`src/rtl/car_alarm_pkg.sv`:
```
// Shared types and constants for the car alarm controller and its timer.
package car_alarm_pkg;

  typedef enum logic [1:0] {
    DISARMED = 2'd0,
    ARMED    = 2'd1,
    ENTRY    = 2'd2,
    ALARM    = 2'd3
  } state_t;

  localparam int unsigned DEFAULT_ENTRY_DELAY  = 16;
  localparam int unsigned DEFAULT_SIREN_CYCLES = 64;
  localparam int unsigned EVENT_CNT_MAX        = 255;

  // Width able to hold max(a, b) without wrapping.
  function automatic int unsigned cnt_width(input int unsigned a, input int unsigned b);
    int unsigned m;
    m = (a > b) ? a : b;
    return (m < 1) ? 1 : $clog2(m + 1);
  endfunction

endpackage

```
`src/rtl/car_alarm_timer.sv`:
```
// Saturating up-counter with runtime terminal value; LIMIT sizes the counter.
module car_alarm_timer
  import car_alarm_pkg::*;
#(
  parameter int unsigned LIMIT = DEFAULT_SIREN_CYCLES,
  localparam int unsigned W    = cnt_width(LIMIT, LIMIT)
) (
  input  logic         clk,
  input  logic         rst_n,
  input  logic         clear,
  input  logic         enable,
  input  logic [W-1:0] limit,
  output logic         done
);

  logic [W-1:0] count;

  always_ff @(posedge clk or negedge rst_n) begin
    if (!rst_n) begin
      count <= '0;
    end else if (clear) begin
      count <= '0;
    end else if (enable && (count != '1)) begin
      count <= count + 1'b1;
    end
  end

  // Asserted for the single cycle in which the terminal count is reached.
  assign done = enable && (count == limit);

endmodule

```
`src/rtl/car_alarm_controller.sv`:
```
// Car alarm: registered lights-on chime plus arm/entry/siren FSM.
// Optional alarm event counter enabled by defining CAR_ALARM_EVENT_CNT_EN.
module car_alarm_controller
  import car_alarm_pkg::*;
#(
  parameter int unsigned NUM_DOORS    = 4,
  parameter int unsigned ENTRY_DELAY  = DEFAULT_ENTRY_DELAY,
  parameter int unsigned SIREN_CYCLES = DEFAULT_SIREN_CYCLES
) (
  input  logic                 clk,
  input  logic                 rst_n,
  input  logic [NUM_DOORS-1:0] OpenDoorSign,
  input  logic                 CarLightsOnSign,
  input  logic                 IgnitionSignalOn,
  input  logic                 ArmReq,
  input  logic                 DisarmReq,
  output logic                 CarAlarmSignal,
  output logic                 Armed,
  output logic                 SirenOn,
  output logic [NUM_DOORS-1:0] TriggerDoor
`ifdef CAR_ALARM_EVENT_CNT_EN
  ,
  output logic [7:0]           AlarmEventCount
`endif
);

  localparam int unsigned TMAX = (ENTRY_DELAY > SIREN_CYCLES) ? ENTRY_DELAY : SIREN_CYCLES;
  localparam int unsigned CW   = cnt_width(ENTRY_DELAY, SIREN_CYCLES);

  state_t               state, next;
  logic [NUM_DOORS-1:0] door_prev;
  logic [NUM_DOORS-1:0] door_rise;
  logic [NUM_DOORS-1:0] trig_next;
  logic                 timer_clear;
  logic                 timer_en;
  logic                 timer_done;
  logic [CW-1:0]        limit_sel;

  assign door_rise = OpenDoorSign & ~door_prev;

  // Timer controls depend only on the current state, so next-state logic can use done freely.
  assign timer_en  = (state == ENTRY) || (state == ALARM);
  assign limit_sel = (state == ALARM) ? CW'(SIREN_CYCLES - 1) : CW'(ENTRY_DELAY - 1);

  car_alarm_timer #(
    .LIMIT (TMAX)
  ) u_timer (
    .clk    (clk),
    .rst_n  (rst_n),
    .clear  (timer_clear),
    .enable (timer_en),
    .limit  (limit_sel),
    .done   (timer_done)
  );

  always_comb begin
    next      = state;
    trig_next = TriggerDoor;
    case (state)
      DISARMED: begin
        if (ArmReq && !DisarmReq && !(|OpenDoorSign) && !IgnitionSignalOn) begin
          next = ARMED;
        end
      end
      ARMED: begin
        if (DisarmReq) begin
          next = DISARMED;
        end else if (IgnitionSignalOn) begin
          next      = ALARM;
          trig_next = '0;
        end else if (|door_rise) begin
          next      = ENTRY;
          trig_next = door_rise;
        end
      end
      ENTRY: begin
        trig_next = TriggerDoor | door_rise;
        if (DisarmReq) begin
          next = DISARMED;
        end else if (timer_done) begin
          next = ALARM;
        end
      end
      ALARM: begin
        if (DisarmReq) begin
          next = DISARMED;
        end else if (timer_done) begin
          next = ARMED;
        end
      end
      default: next = DISARMED;
    endcase
    if (next == DISARMED) begin
      trig_next = '0;
    end
    timer_clear = (next != state);
  end

  always_ff @(posedge clk or negedge rst_n) begin
    if (!rst_n) begin
      state          <= DISARMED;
      door_prev      <= '0;
      TriggerDoor    <= '0;
      CarAlarmSignal <= 1'b0;
      Armed          <= 1'b0;
      SirenOn        <= 1'b0;
    end else begin
      state          <= next;
      door_prev      <= OpenDoorSign;
      TriggerDoor    <= trig_next;
      CarAlarmSignal <= CarLightsOnSign & (|OpenDoorSign) & ~IgnitionSignalOn;
      Armed          <= (next != DISARMED);
      SirenOn        <= (next == ALARM);
    end
  end

`ifdef CAR_ALARM_EVENT_CNT_EN
  always_ff @(posedge clk or negedge rst_n) begin
    if (!rst_n) begin
      AlarmEventCount <= '0;
    end else if ((next == ALARM) && (state != ALARM) && (AlarmEventCount != 8'(EVENT_CNT_MAX))) begin
      AlarmEventCount <= AlarmEventCount + 8'd1;
    end
  end
`endif

endmodule

```
`config.mk`:
```
export PLATFORM = sky130hd
export DESIGN_NAME = car_alarm_controller
export DESIGN_NICKNAME = d
export VERILOG_FILES = /design/src/rtl/car_alarm_pkg.sv /design/src/rtl/car_alarm_timer.sv /design/src/rtl/car_alarm_controller.sv
export SDC_FILE = /design/constraint.sdc
export NUM_CORES = 1
export LEC_CHECK = 0
export CORE_ASPECT_RATIO = 1.25
export CORE_MARGIN = 5
export CORE_UTILIZATION = 55
export CTS_BUF_LIST = sky130_fd_sc_hd__clkbuf_16
export CTS_CLUSTER_SIZE = 24
export DETAILED_ROUTE_END_ITERATION = 12
export PLACE_DENSITY = 0.8
export SLEW_MARGIN = 20
export SYNTH_ARGS = -nofsm -noshare
export SYNTH_HDL_FRONTEND = slang
export SYNTH_SLANG_ARGS = --single-unit
```
`constraint.sdc`:
```
create_clock -name clk -period 5.49 [get_ports clk]
set_input_delay 1.098 -clock clk [delete_from_list [all_inputs] [get_ports clk]]
set_output_delay 1.098 -clock clk [all_outputs]
set_load 0.1 [all_outputs]
```
==> metrics.cfg <==
[outcome]
status=completed

[synth]
syn-num-nets=133
ys_async_sr_fraction_pct=100.0
yosysSeqAreaShare_pct=42.15
syn-cell-area_mm2=0.001187
ys_ff_latch=20
synth_mux_area_share_pct=0.8430
yosysUniqueCellTypes=42
synth_xor_area_share_pct=2.213
ys_warn_count=0
synth_top_cells_by_count=dfrtp_1 (20), a21oi_1 (8), inv_1 (8), nor2_1 (8), nand3_1 (7)
synth_compound_area_share_pct=26.45
synth_top_family_by_area=compound AO/OA/AOI/OAI gates
synth_top_area_cell=dfrtp_1
synth_enable_flop_cells=0
yosys.area.top_type_share_pct=42.15
synth.most_common_cell=dfrtp_1
synthAdderAreaFrac_pct=5.269
ys.flop_type=dfrtp_1
yosys.area_share.simple_pct=19.81
netlist_instances=118
synthTopCellsByArea=dfrtp_1 (42%), ha_1 (5.3%), a211oi_1 (3.8%)
syn_avg_cell_area_um2=10.06

[run]
maxCapViolations=0

[pwr]
peakVddDrop_mv=0.3605
internal_power_mw=0.4239
power.leakage_nw=0.6328
p_sw_mw=0.3048
swShare_pct=41.83
seqPwrFrac_pct=27.1
p_per_area_mw_per_mm2=496.1
comb_power_share_pct=45.7
power_frac_clock_pct=27.2

[cells_and_area]
final_core_util_pct=72.47
n_antenna_cell=0
area_growth_pct=23.71
drive_gt1_share_pct=12.50
n_fill_cell=135
finalNetCount=152
instances_no_fill=156

[sta]
hold_viol_final=0
min_period_ns=2.989
rsz0062_at_grt=false
max-slew-margin-rel_pct=35.09
finalSetupTns_ns=0
fin_worst_skew_ns=0.003139
final-setup-viol-count=0
worst_slew_pin_slew_ns=0.9706
max_freq_ghz=0.3346
drv_slew=0
finalCritPeriodShare_pct=54.44

[setup_path]
critPathCapture=Armed
path_max_fanout=7
slowest_stage=or4_4
critPathRequiredTime_ns=5.60
rr_startpoint=state[0]
crit_chain=clkdlybuf4s50_1 -> or4_4 -> o41ai_4 -> o21ai_2 -> a211oi_4 -> nand2_1
worstSetupEndpointType=flip-flop
r2r-end=u_timer.count[6]
crit_path_max_incr_delay_ns=0.57
start_kind=input port
setup.worst_path.class=input port to flip-flop
startpoint=OpenDoorSign[3]
rr_worst_depth=7
cp.arrival_ns=3.09
regToRegSetupSlack_ns=2.95

[routing]
drt-initial-drc-count=15
via_count=989
drt-vias-per-instance=6.340
firstDrtPassIters=4
drc_errors=0
routed_wl_mm=2.765
wl_per_cell_um=17.72
drtAntennaViolNets=0

[grt]
grt_max_degree=21
first_global_vias=1013
grt_overflow_total=0
grt_pass1_wl_mm=4.698
grtUsageTotal_pct=20.17
antenna_found_initial=0

[floorplan]
die_h_um=61.95
start_util_pct=58.58
die_area_mm2=0.003194
ios=17
dieWidth_um=51.56
core_mm2=0.002027
num_rows=18

[placement]
placedCellCount=152
io_buffer_count=16
place_congestion=0.7774
dp_hpwl_mm=2.001

[min_path]
hold_class=flip-flop to flip-flop

[cts]
ctsHoldBuffers=0
insertion_delay_ns=0.25
cts_sinks=20
cts.path.max_buffers=2
cts_buffers=3
cts.htree.levels=1
path_clk_slew_ns=0.06
cts_setup_buffers=0
cts_tree=built
cts_resized=0
root_buffer=clkbuf_16

==> per-layer routing <==
metal	part of all wire [%]	up-vias	track usage [%]
li1	-	473	-
met1	40	489	23.47
met2	55	21	37.09
met3	3.4	6	3.103
met4	1.4	0	8.614
met5	0	-	0
==> logic make-up after synthesis <==
| kind of cell | count (synthesis) |
|---|---|
| xor gates and xnor gates | 3 |
| muxes | 1 |
| adders and majority gates | 5 |
| buffers and inverters | 10 |
| and+or+nand+nor | 40 |
| DFF | 20 |
| AOI/OAI and AO/OA | 39 |
==> worst min-delay path by stage <==
stage,startpoint,end,slack [ns],cells after the start
floorplan,u_timer.count[6],u_timer.count[6],0.57,2
global placement,TriggerDoor[2],TriggerDoor[2],0.55,2
detailed placement,TriggerDoor[1],TriggerDoor[1],0.57,2
CTS,TriggerDoor[3],TriggerDoor[3],0.58,2
global route,TriggerDoor[3],TriggerDoor[3],0.61,2
finish,TriggerDoor[2],TriggerDoor[2],0.58,2
==> critical path: cells and delay by family <==
family / cells / cell delay (ns)
AND/OR/NAND/NOR: 2 / 0.69
AO/OA/AOI/OAI: 3 / 0.86
buffers and inverters: 1 / 0.44
==> power groups by stage <==
stage	logic (mW)	clock network [mW]	registers [mW]
after global placement	0.319	0	0.197
final	0.333	0.198	0.197
after detailed placement	0.328	0	0.199
after global routing	0.361	0.210	0.201
after floorplan	0.177	0	0.274
after CTS	0.334	0.201	0.197
==> state kept, by name (all words and copies together) (netlist names) <==
signal          flops
u_timer.count       7
TriggerDoor         4
door_prev           4
state               2
Armed               1
CarAlarmSignal      1
SirenOn             1
==> stage by stage <==
step / power (mW) / area, um^2 / worst slack [ns] / hold slack [ns]
2_1_floorplan: 0.4507 / 1187 / 2.899 / 0.5676
6_report: 0.7287 / 1469 / 2.501 / 0.5777
4_1_cts: 0.7324 / 1469 / 2.505 / 0.5838
5_1_grt: 0.7723 / 1469 / 2.394 / 0.6141
3_5_place_dp: 0.5263 / 1364 / 2.234 / 0.5658
3_3_place_gp: 0.5168 / 1364 / 2.341 / 0.5464
==> cell type report <==
| cell class | instances | area (um^2) | area share (%) |
|---|---|---|---|
| Multi-Input combinational cell | 88 | 648.1 | 44.12 |
| Sequential cell | 20 | 500.5 | 34.07 |
| Timing Repair Buffer | 16 | 160.2 | 10.90 |
| Clock buffer | 3 | 75.07 | 5.111 |
| Clock inverter | 1 | 30.03 | 2.044 |
| Inverter | 8 | 30.03 | 2.044 |
| Tap cell | 20 | 25.02 | 1.704 |
==> cells in the final DEF, fill, tap and decap left out, types with 2 or more instances in the layout <==
master,synthesis,final
clkbuf_16,0,3
a21oi_1,8,8
a211oi_1,6,6
nand2b_1,3,3
o21ai_2,2,2
nor2b_1,4,4
nand2_1,4,4
clkdlybuf4s50_1,0,16
o22ai_1,4,4
o21ai_0,4,4
nor3_1,2,2
or3_1,2,2
nor2_1,8,8
xnor2_1,2,2
nand3_1,7,7
dfrtp_1,20,20
ha_1,5,5
inv_1,8,8
o211ai_1,4,4
Power figures use the tool's default switching activity.
